## src/rtl/instruction_fetch_unit.sv

```systemverilog
// ---------------------------------------------------------------------------
// instruction_fetch_unit
//
// Fetch stage of the pipeline. It produces the instruction word, its address
// and the load enable for the IF/ID pipeline register. The PC/nPC pair gives
// MIPS delay-slot behaviour: the instruction already in fetch when a branch
// resolves in ID is always delivered, and the redirect applies to the PC after
// it. One fetched word is buffered while the hazard unit stalls, and a taken
// branch that cannot act yet is latched until the next delivery.
//
// Parameters:
//   RESET_PC         PC value loaded on reset
//   PC_STEP          byte increment between sequential instructions
//
// Ports:
//   Clk              clock, rising edge
//   Reset            asynchronous active-low reset
//   Stall            hazard unit: IF/ID must hold this cycle
//   Branch_Taken     one-cycle pulse from ID: the branch/jump in ID is taken
//   Branch_Target    redirect address, valid with Branch_Taken
//   IMEM_READY       instruction memory: IMEM_DATA is valid for IMEM_ADDR
//   IMEM_DATA        fetched instruction word
//   IMEM_REQ         fetch request
//   IMEM_ADDR        fetch address (the current PC)
//   IF_INSTR         instruction to the IF/ID DS input
//   IF_PC            address of IF_INSTR, to the IF/ID PC input
//   IF_LE            load enable to IF/ID (one delivered instruction)
//   Redirect_Pending a taken branch is latched but not yet applied
// ---------------------------------------------------------------------------
module instruction_fetch_unit #(
    parameter logic [31:0] RESET_PC = 32'h0000_0000,
    parameter logic [31:0] PC_STEP  = 32'd4
) (
    input  logic        Clk,
    input  logic        Reset,
    input  logic        Stall,
    input  logic        Branch_Taken,
    input  logic [31:0] Branch_Target,
    input  logic        IMEM_READY,
    input  logic [31:0] IMEM_DATA,
    output logic        IMEM_REQ,
    output logic [31:0] IMEM_ADDR,
    output logic [31:0] IF_INSTR,
    output logic [31:0] IF_PC,
    output logic        IF_LE,
    output logic        Redirect_Pending
);

    // FETCH: a request is outstanding for PC.
    // HOLD:  the word for PC was returned during a stall and is buffered.
    typedef enum logic [0:0] {
        ST_FETCH = 1'b0,
        ST_HOLD  = 1'b1
    } state_t;

    state_t      state_q,       state_d;
    logic [31:0] pc_q,          pc_d;
    logic [31:0] npc_q,         npc_d;
    logic [31:0] hold_instr_q,  hold_instr_d;
    logic [31:0] hold_pc_q,     hold_pc_d;
    logic        pend_q,        pend_d;
    logic [31:0] pend_target_q, pend_target_d;

    logic        deliver;

    // Output decode. Everything is gated by Reset directly so that asserting
    // reset drops the request and the load enable immediately, without
    // waiting for the flops to be cleared by an edge.
    always_comb begin
        IMEM_REQ         = 1'b0;
        IMEM_ADDR        = pc_q;
        IF_INSTR         = 32'h0000_0000;
        IF_PC            = 32'h0000_0000;
        IF_LE            = 1'b0;
        Redirect_Pending = 1'b0;

        if (Reset) begin
            Redirect_Pending = pend_q;
            unique case (state_q)
                ST_FETCH: begin
                    IMEM_REQ = 1'b1;
                    IF_INSTR = IMEM_DATA;
                    IF_PC    = pc_q;
                    IF_LE    = IMEM_READY & ~Stall;
                end
                ST_HOLD: begin
                    IF_INSTR = hold_instr_q;
                    IF_PC    = hold_pc_q;
                    IF_LE    = ~Stall;
                end
                default: begin
                    IMEM_REQ = 1'b0;
                end
            endcase
        end
    end

    assign deliver = IF_LE;

    // Next-state logic. A delivery always advances the PC pair; a latched
    // redirect takes priority over a branch arriving in the same cycle,
    // because the latched one belongs to an older branch whose delay slot is
    // the instruction being delivered now.
    always_comb begin
        state_d       = state_q;
        pc_d          = pc_q;
        npc_d         = npc_q;
        hold_instr_d  = hold_instr_q;
        hold_pc_d     = hold_pc_q;
        pend_d        = pend_q;
        pend_target_d = pend_target_q;

        if (deliver) begin
            state_d = ST_FETCH;
            if (pend_q) begin
                pc_d   = pend_target_q;
                npc_d  = pend_target_q + PC_STEP;
                pend_d = 1'b0;
            end else if (Branch_Taken) begin
                pc_d   = Branch_Target;
                npc_d  = Branch_Target + PC_STEP;
            end else begin
                pc_d   = npc_q;
                npc_d  = npc_q + PC_STEP;
            end
        end else begin
            // Memory answered while IF/ID is stalled: park the word so the
            // request can be dropped, and keep PC pointing at it.
            if (state_q == ST_FETCH && IMEM_READY && Stall) begin
                state_d      = ST_HOLD;
                hold_instr_d = IMEM_DATA;
                hold_pc_d    = pc_q;
            end
            // A redirect that cannot act yet is remembered; a later one
            // replaces an earlier one.
            if (Branch_Taken) begin
                pend_d        = 1'b1;
                pend_target_d = Branch_Target;
            end
        end
    end

    // State register.
    always_ff @(posedge Clk or negedge Reset) begin
        if (!Reset) begin
            state_q       <= ST_FETCH;
            pc_q          <= RESET_PC;
            npc_q         <= RESET_PC + PC_STEP;
            hold_instr_q  <= 32'h0000_0000;
            hold_pc_q     <= 32'h0000_0000;
            pend_q        <= 1'b0;
            pend_target_q <= 32'h0000_0000;
        end else begin
            state_q       <= state_d;
            pc_q          <= pc_d;
            npc_q         <= npc_d;
            hold_instr_q  <= hold_instr_d;
            hold_pc_q     <= hold_pc_d;
            pend_q        <= pend_d;
            pend_target_q <= pend_target_d;
        end
    end

endmodule

```

## config.mk

```make
export PLATFORM = sky130hd
export DESIGN_NAME = instruction_fetch_unit
export DESIGN_NICKNAME = d
export VERILOG_FILES = /design/src/rtl/instruction_fetch_unit.sv
export SDC_FILE = /design/constraint.sdc
export NUM_CORES = 1
export LEC_CHECK = 0
export CORE_UTILIZATION = 45
export CTS_BUF_LIST = sky130_fd_sc_hd__clkbuf_4
export DETAILED_ROUTE_END_ITERATION = 10
export PLACE_DENSITY = 0.79
export SYNTH_ARGS = -nofsm -noshare
export SYNTH_HDL_FRONTEND = slang
export SYNTH_SLANG_ARGS = --single-unit
export TNS_END_PERCENT = 1
```

## constraint.sdc

```tcl
create_clock -name Clk -period 6.6 [get_ports Clk]
set_clock_uncertainty 0.1 [all_clocks]
set_input_delay 0.66 -clock Clk [delete_from_list [all_inputs] [get_ports Clk]]
set_output_delay 0.66 -clock Clk [all_outputs]
set_load 0.05 [all_outputs]
```

# Word level (Yosys, flattened, before mapping)
# Index checks and enable logic that the tools add are counted.
[word_totals] regBits=162 in_bits=69 out_inout_bits=99 wordCells=37
[op_classes] add_sub_neg=3 muxes=17 n_bitwise=4 reduce_logical=6
[ops] cell="$mux W32" count=6
[ops] cell="$pmux W32 S2" count=2
[ops] cell="$add A32 B3 Y32 const B" count=3
[ops] cell="$mux W1" count=8
[ops] cell="$reduce_and A2 Y1" count=2
[ops] cell="$reduce_bool A2 Y1" count=2
[ops] cell="$not A1 Y1" count=3
[ops] cell="$logic_and A1 B1 Y1" count=2
[ops] cell="$pmux W1 S2" count=1
[ops] cell="$and A1 B1 Y1" count=1

# Logic depth before layout (Yosys ltp)
# Gate-level depths: netlist (run 1).
[logic_depth] depth_word=6 ltp_mapped=11 depth_no_buf=8

# Worst setup path after synthesis (run 1)
# OpenSTA, ideal clock, no wires.
[synth_timing] kind="register -> output" startpoint="register state_q" endpoint="output port IF_PC[13]" arrival_ps=2174 required_ps=5840 slack_ps=3666 stages_incl_launch_ff=6 n_path_buf=3 cell_sequence="dfrtp_1 > clkbuf_1 > clkbuf_1 > buf_1 > mux2i_1 > nor2b_1"
[synth_via] elab_chain_len=3
[synth_rtl] element="from (decl)" line_no="56" source="state_t state_q, state_d;"
[synth_rtl] element="from (signal assigned)" line_no="154" source="state_q <= state_d;"
[synth_rtl] element="$not A1 Y1"
[synth_rtl] element="$pmux W32 S2 *" line_no="79" source="unique case (state_q)"
[synth_rtl] element="$mux W32 *" line_no="77" source="if (Reset) begin"
[synth_rtl] element="to (decl)" line_no="44" source="output logic [31:0] IF_PC,"
# Mark *: on every way between the ends. The rest lies on a longest branch, timed or not.

# Worst setup path after layout (run 1)
[layout_timing] startpoint="input port Reset" endpoint="output port IF_LE"
[layout_via] elab_chain_len=1
[layout_rtl] element="from (decl)" line_no="35" source="input logic Reset,"
[layout_rtl] element="$mux W1" line_no="77"
[layout_rtl] element="to (decl)" line_no="45" source="output logic IF_LE,"
# Every way passes these cells.

==> qor.yml, run 1 <==
logic_synthesis:
  synth_flop_cell: "dfrtp_1"
  yosysWarnings: 0
  syn-instance-count: 739
  async_reset_ff_frac: 1.00
  yosysSeqAreaShare: 0.484
  synthesis.area_sq_um: 8380
  synth_cell_types: 43
  synth_edf_count: 0
  syn_avg_cell_area_sq_um: 11.3
  yosys_register_bits: 162
  synth_nets: 809
timing:
  grt_setup_unrepaired: "false"
  hold_viol: 0
  period_needed_ns: 4.45
  holdWs_ns: 0.395
  worst_pin_slew_ns: 1.17
  relSlewSlack: 0.222
  fin_crit_sh: 0.674
  fmax_mhz: 225
  fin_ws_ns: 2.15
  fin_setup_tns_ns: 0
  setup_viol: 0
  slew_violations: 0
final_layout:
  final_cell_area_sq_um: 10500
  final_util: 0.581
  area_delta_synth_final_pct: 25.4
  final_common_cell: "clkdlybuf4s50_1"
  final_layout_size_suffix_gt1_frac: 0.190
  multi_input_area_sq_um: 4070
  n_fill_cell: 1543
  nNetsFinal: 954
  final-instance-count-excl-fill: 1127
  seqCellArea_sq_um: 4060
  layout_common_cells: "clkdlybuf4s50_1 (165), dfrtp_1 (159), mux2_2 (111)"
die:
  dieArea_sq_um: 19200
  rows: 49
  chipHeight_microns: 138
  die_w_microns: 138
  coreArea_sq_um: 18100
  ios: 168
  initial_core_util: 0.463
grt:
  grt_pass1_vias: 5786
  grt_max_degree: 85
  grt_pass1_wl_mm: 30.5
  gr-total-overflow: 0
  grt_usage: 0.201
  antenna_found_initial: 1
cts:
  cts_buffers: 17
  path_clk_slew_ns: 0.12
  cts_tree: "done"
  clk-insertion-delay-late_ns: 0.56
  htree_levels: 4
  numClockSinks: 162
  clk_path_buf_depth: 2
  root_buffer: "clkbuf_4"
  cts_resized: 0
critical_path:
  critPathArrivalTime_ns: 3.69
  critPathKind: "input port to output port"
  worstPathRequired_ns: 5.84
  worstSetupStartpointType: "input port"
  cp-end-kind: "output port"
  cp_max_fo: 72
place:
  placed_cell_area_sq_um: 10200
  gp_congestion: 0.757
  dpl.hpwl_mm: 12.8
  port_buffers: 167
  place_ws_ns: 2.69
  dp_cells: 1093
outcome:
  violations: "design-rule violations"
  status: "finished, violations left"
route:
  first_pass_iters: 7
  wl_per_cell_microns: 16.4
  vias: 5864
  vias_per_cell: 5.20
  postRouteAntennaNets: 0
  routed_wl_mm: 18.5
  drt-initial-drc-count: 323
  drc_errors: 38
power_and_ir_drop:
  p_leak_nw: 4.55
  power_mw: 3.33
  peakVddDrop_uv: 114
  power_density_nw_per_um2: 317
flow_run:
  cap_violations: 0
hold_path:
  worst_hold_path_type: "flop to flop"
-- synthesized netlist by cell type, types with 2 or more instances --
master / instances / area (sq um)
o21a_1: 3 / 22.5
xnor2_1: 9 / 78.8
clkbuf_1: 36 / 135
a22oi_1: 2 / 15.0
nor4_4: 2 / 42.5
nand3_1: 4 / 20.0
nor3_2: 4 / 40.0
nor2b_1: 68 / 425
nor4_2: 4 / 50.1
mux2i_1: 92 / 921
nor2_1: 19 / 71.3
mux2_1: 7 / 78.8
o21ai_1: 9 / 45.0
a21oi_1: 9 / 45.0
a31oi_1: 3 / 18.8
mux2_2: 111 / 1250
buf_8: 2 / 30.0
nor3_1: 5 / 25.0
buf_6: 5 / 56.3
dfrtp_1: 161 / 4030
buf_1: 5 / 18.8
and2_1: 2 / 12.5
o21ai_0: 53 / 265
xor2_1: 18 / 158
inv_1: 4 / 15.0
nand2_1: 79 / 297
mux2i_2: 2 / 27.5
nand3b_1: 3 / 22.5
nor4_1: 4 / 25.0
-- routing by layer --
layer / up-vias / global-route usage / wire [microns]
met4: 0 / 0.0710 / 344
met3: 26 / 0.0430 / 1030
met5: - / 0 / 0
met2: 149 / 0.313 / 8580
met1: 2844 / 0.278 / 8490
li1: 2845 / - / -
-- path summary, 6_finish.rpt --
kind / start / cells after the start / slack (ns) / end
worst max-delay path: Reset / 7 / 2.15 / IF_LE
max in group asynchronous: Reset / 3 / 4.40 / pend_q$_DFFE_PN0P_
worst min register to register: npc_q[28]$_DFFE_PN0P_ / 2 / 0.40 / npc_q[28]$_DFFE_PN0P_
min in group asynchronous: Reset / 2 / 0.55 / hold_instr_q[17]$_DFFE_PN0P_
worst max register to register: state_q$_DFFE_PN0P_ / 5 / 3.39 / pend_target_q[0]$_DFFE_PN0P_
worst min-delay path: npc_q[28]$_DFFE_PN0P_ / 2 / 0.40 / npc_q[28]$_DFFE_PN0P_
-- what timing repair did --
| action | CTS | global route |
|---|---|---|
| setup buffers | 0 | 0 |
| setup endpoints to repair | 0 | 0 |
| hold buffers | 1 | 0 |
| hold endpoints to repair | 51 | 0 |
-- area by class of cell --
class | instances | area share
multi-input cells | 524 | 0.388
flip-flops and latches | 162 | 0.386
repair buffers | 175 | 0.165
well taps | 229 | 0.0273
clock inverters | 12 | 0.0179
clock buffers | 20 | 0.0143
inverters | 4 | 0.00143
diodes | 1 | 0.000238
-- critical path: stages --
cell and delay, ns:
dlygate4sd3_1 0.54, clkbuf_8 0.45, nor2b_1 0.32, o21ai_4 0.08, buf_4 0.31, inv_1 0.39, clkdlybuf4s50_1 0.89
-- sequential cells by signal, summed over array words and instances, names as in the netlist --
| register | flops |
|---|---|
| pend_target_q | 32 |
| hold_pc_q | 32 |
| state_q | 1 |
| hold_instr_q | 32 |
| IMEM_ADDR | 32 |
| pend_q | 1 |
| npc_q | 32 |
-- logic make-up after synthesis --
family | after synthesis | share of synthesized area
muxes | 212 | 0.272
and+or+nand+nor | 204 | 0.133
DFF | 162 | 0.484
AOI/OAI and AO/OA | 80 | 0.0500
buffers and inverters | 53 | 0.0311
xor gates and xnor gates | 27 | 0.0282
adders and majority gates | 1 | 0.00149
-- power by group --
part           switching (mW)  leakage [nW]  internal, mW
Combinational           0.726          2.40         0.511
Clock                   0.334         0.178         0.347
Sequential              0.182          1.97          1.23
Total                    1.24          4.55          2.09
(Power assumes the default switching activity.)
==> inputs of run 2 (changes only) <==
- clock period: 6.6 -> 4.2 ns (I/O delays scaled with it)
==> qor.yml, run 2 (same netlist as run 1, synthesis figures left out) <==
critical_path:
  cp-end-kind: "output port"
  cp_max_fo: 51
  crit_start: "Reset"
  crit_path_end: "IF_LE"
  worstSetupStartpointType: "input port"
  r2r_slack_ns: 1.10
  critPathKind: "input port to output port"
  worstRegToRegCells: 7
  r2r_end: "npc_q[23]$_DFFE_PN0P_"
  worstPathRequired_ns: 3.68
  rr_startpoint: "pend_q$_DFFE_PN0P_"
  critPathArrivalTime_ns: 2.96
final_layout:
  nNetsFinal: 958
  final_cell_area_sq_um: 10500
  area_delta_synth_final_pct: 25.1
  final_util: 0.580
  final-instance-count-excl-fill: 1131
  layout_common_cells: "clkdlybuf4s50_1 (165), dfrtp_1 (159), mux2_2 (111)"
  final_layout_size_suffix_gt1_frac: 0.194
  final_common_cell: "clkdlybuf4s50_1"
  n_fill_cell: 1543
timing:
  period_needed_ns: 3.48
  grt_setup_unrepaired: "false"
  fin_crit_sh: 0.829
  holdWs_ns: 0.214
  fin_ws_ns: 0.718
  worst_pin_slew_ns: 1.03
  setup_viol: 0
  relSlewSlack: 0.316
  fin_setup_tns_ns: 0
  fmax_mhz: 287
  hold_viol: 0
  slew_violations: 0
grt:
  grt_pass1_wl_mm: 30.7
  grt_usage: 0.202
  grt_pass1_vias: 5761
  grt_max_degree: 119
  antenna_found_initial: 1
  gr-total-overflow: 0
cts:
  cts_buffers: 17
  path_clk_slew_ns: 0.13
  cts_tree: "done"
  numClockSinks: 162
  clk-insertion-delay-late_ns: 0.56
  clk_path_buf_depth: 2
  root_buffer: "clkbuf_4"
  htree_levels: 4
power_and_ir_drop:
  power_frac_comb: 0.386
  p_clk_frac: 0.179
  power_density_nw_per_um2: 483
  internal_power_mw: 3.11
  power_mw: 5.07
  switching_power_mw: 1.96
  p_leak_nw: 4.54
  power_frac_seq: 0.435
  peakVddDrop_uv: 202
  swShare: 0.386
die:
  coreArea_sq_um: 18100
  ios: 168
  die_w_microns: 138
  chipHeight_microns: 138
  rows: 49
  initial_core_util: 0.463
  dieArea_sq_um: 19200
route:
  routed_wl_mm: 18.5
  vias: 5898
  drt-initial-drc-count: 344
  postRouteAntennaNets: 0
  drc_errors: 38
  first_pass_iters: 8
  wl_per_cell_microns: 16.4
  vias_per_cell: 5.21
place:
  dpl.hpwl_mm: 13.1
  gp_congestion: 0.773
  placed_cell_area_sq_um: 10200
  place_ws_ns: 0.918
  port_buffers: 167
  dp_cells: 1097
outcome:
  status: "finished, violations left"
  violations: "design-rule violations"
flow_run:
  cap_violations: 0
hold_path:
  worst_hold_path_type: "input port to asynchronous set/reset pin"
-- run 2: worst max-delay path, cell delays in order --
cell and delay (ns):
dlygate4sd3_1 0.54, clkbuf_8 0.32, nor2b_1 0.31, o21ai_4 0.12
inv_1 0.33, clkdlybuf4s50_1 0.89
-- run 2: what timing repair did --
| item | 4_1_cts | 5_1_grt |
|---|---|---|
| endpoints found under the hold margin | 23 | 0 |
| hold buffers | 1 | 0 |
| resized for setup | 0 | 0 |
| setup buffers | 0 | 0 |
-- run 2: power by group through the flow --
stage	Clock, mW	Sequential, mW	Combinational, mW
5_1_grt	1.00	2.27	2.10
3_5_place_dp	0	2.24	1.97
3_3_place_gp	0	2.22	1.94
4_1_cts	0.950	2.21	1.98
2_1_floorplan	0	2.40	1.14
6_report	0.905	2.21	1.96
-- run 2: worst min path at each step --
stage	endpoint	slack, ns	depth (start not counted)
after floorplan	IMEM_ADDR[0]$_DFFE_PN0P_	0.02	0
after global placement	hold_instr_q[17]$_DFFE_PN0P_	0.25	1
after detailed placement	hold_instr_q[17]$_DFFE_PN0P_	0.25	1
after CTS	hold_instr_q[17]$_DFFE_PN0P_	0.16	2
after global routing	hold_instr_q[17]$_DFFE_PN0P_	0.21	2
final	hold_instr_q[17]$_DFFE_PN0P_	0.21	2
-- run 2: layout make-up --
type                       instances  area (sq um)  area share
antenna                            1          2.50    0.000239
clock buffer                      21           158      0.0150
clock inverter                    11           114      0.0109
inverter                           4          15.0     0.00143
multi-input combinational        524          4070       0.389
sequential                       162          4060       0.387
tap                              229           287      0.0273
timing repair buffer             179          1780       0.169
-- run 2: per-layer routing --
layer | wire [microns] | vias up | global-route usage | part of all wire
met5 | 0 | - | 0 | 0
li1 | - | 2865 | - | -
met1 | 8710 | 2874 | 0.280 | 0.47
met3 | 865 | 16 | 0.0384 | 0.047
met2 | 8700 | 143 | 0.319 | 0.47
met4 | 233 | 0 | 0.0674 | 0.013
==> inputs of run 3 (changes only) <==
- clock period: 4.2 -> 3.6 ns (I/O delays scaled with it)
==> qor.yml, run 3 (same netlist as run 1, synthesis figures left out) <==
outcome:
  status: "finished, violations left"
  violations: "design-rule violations"
critical_path:
  cp_slowest_stage_delay_ns: 0.85
  crit_start: "state_q$_DFFE_PN0P_"
  crit_path_cell_trace: "buf_4, mux2i_1, nor2b_1, clkdlybuf4s50_1"
  r2r_slack_ns: 0.62
  critPathArrivalTime_ns: 2.94
  worstSetupStartpointType: "flop"
  cp-end-kind: "output port"
  critPathKind: "flop to output port"
  r2r_end: "npc_q[23]$_DFFE_PN0P_"
  cp_max_fo: 35
  rr_startpoint: "pend_q$_DFFE_PN0P_"
  crit_path_top_delay_cell: "dfrtp_4"
  path_buf_inv: 2
  worstPathRequired_ns: 3.14
  worstRegToRegCells: 7
  path_delay_family: "buffers and inverters"
route:
  drc_errors: 38
  postRouteAntennaNets: 0
  wl_per_cell_microns: 16.4
  vias_per_cell: 5.19
  first_pass_iters: 10
  routed_wl_mm: 18.6
  vias: 5894
  drt-initial-drc-count: 331
place:
  dp_cells: 1103
  place_ws_ns: 0.570
  gp_congestion: 0.779
  dpl.hpwl_mm: 13.6
  port_buffers: 167
  placed_cell_area_sq_um: 10300
cts:
  cts_buffers: 17
  cts_tree: "done"
  htree_levels: 4
  numClockSinks: 162
  clk_path_buf_depth: 2
  root_buffer: "clkbuf_4"
  post-cts-setup-buffers: 0
  path_clk_slew_ns: 0.13
  clk-insertion-delay-late_ns: 0.55
timing:
  grt_setup_unrepaired: "false"
  period_needed_ns: 3.40
  holdWs_ns: 0.152
  fmax_mhz: 294
  fin_ws_ns: 0.200
  fin_setup_tns_ns: 0
  worst_pin_slew_ns: 0.704
  slew_violations: 0
  hold_viol: 0
  setup_viol: 0
  relSlewSlack: 0.530
  fin_crit_sh: 0.944
die:
  coreArea_sq_um: 18100
  chipHeight_microns: 138
  dieArea_sq_um: 19200
  ios: 168
  die_w_microns: 138
  rows: 49
  initial_core_util: 0.463
grt:
  grt_pass1_vias: 5859
  gr-total-overflow: 0
  grt_max_degree: 64
  grt_pass1_wl_mm: 30.6
  grt_usage: 0.201
  antenna_found_initial: 0
final_layout:
  layout_common_cells: "clkdlybuf4s50_1 (165), dfrtp_1 (159), mux2_2 (111)"
  final_util: 0.582
  nNetsFinal: 964
  final-instance-count-excl-fill: 1135
  final_common_cell: "clkdlybuf4s50_1"
  diodes: 0
  final_layout_size_suffix_gt1_frac: 0.199
  area_delta_synth_final_pct: 25.7
  final_cell_area_sq_um: 10500
  n_fill_cell: 1543
flow_run:
  cap_violations: 0
power_and_ir_drop:
  power_mw: 5.90
  peakVddDrop_uv: 221
  p_leak_nw: 4.58
  power_density_nw_per_um2: 560
hold_path:
  worst_hold_path_type: "input port to asynchronous set/reset pin"
-- run 3: cell count changes in the layout (fill, tap and decap cells not counted), sizes merged --
cell      before  now
clkinvlp       4    2
clkbuf        22   21
clkinv         5    7
buf           12   18
diode          1    0
-- run 3: worst max-delay path by stage --
stage,endpoint,cells past startpoint
2_1_floorplan,IF_PC[13],5
3_3_place_gp,npc_q[23]$_DFFE_PN0P_,8
3_5_place_dp,npc_q[23]$_DFFE_PN0P_,8
4_1_cts,IF_PC[4],4
5_1_grt,IF_PC[9],4
6_report,IF_PC[4],4
-- run 3: power breakdown --
part / internal [mW] / total (mW) / switching (mW)
registers: 2.26 / 2.58 / 0.322
clock network: 0.426 / 1.03 / 0.605
logic: 0.943 / 2.29 / 1.35
-- run 3: timing repair --
action | CTS | global route
hold buffers | 1 | 0
hold endpoints to repair | 107 | 0
resized for setup | 0 | 0
-- run 3: layout make-up --
cell class | instances | area, sq um | area share
clock buffers | 20 | 150 | 0.0143
inverters | 4 | 15.0 | 0.00143
clock inverters | 11 | 116 | 0.0110
multi-input cells | 524 | 4070 | 0.387
repair buffers | 185 | 1830 | 0.174
well taps | 229 | 287 | 0.0272
flip-flops and latches | 162 | 4060 | 0.385
-- run 3: worst reg2reg max path, cell delays in order (launching register included) --
cell      delay, ns
dfrtp_2        0.76
nand2_1        0.16
o21a_1         0.19
nor4_4         0.39
nand4b_2       0.46
nor4b_1        0.50
xor2_1         0.19
o21ai_1        0.08
-- run 3: routing by layer --
layer,part of all wire,up-vias,GRT usage
met5,0,-,0
met4,0.011,0,0.0538
met3,0.050,14,0.0436
met2,0.47,134,0.325
met1,0.47,2886,0.275
li1,-,2860,-
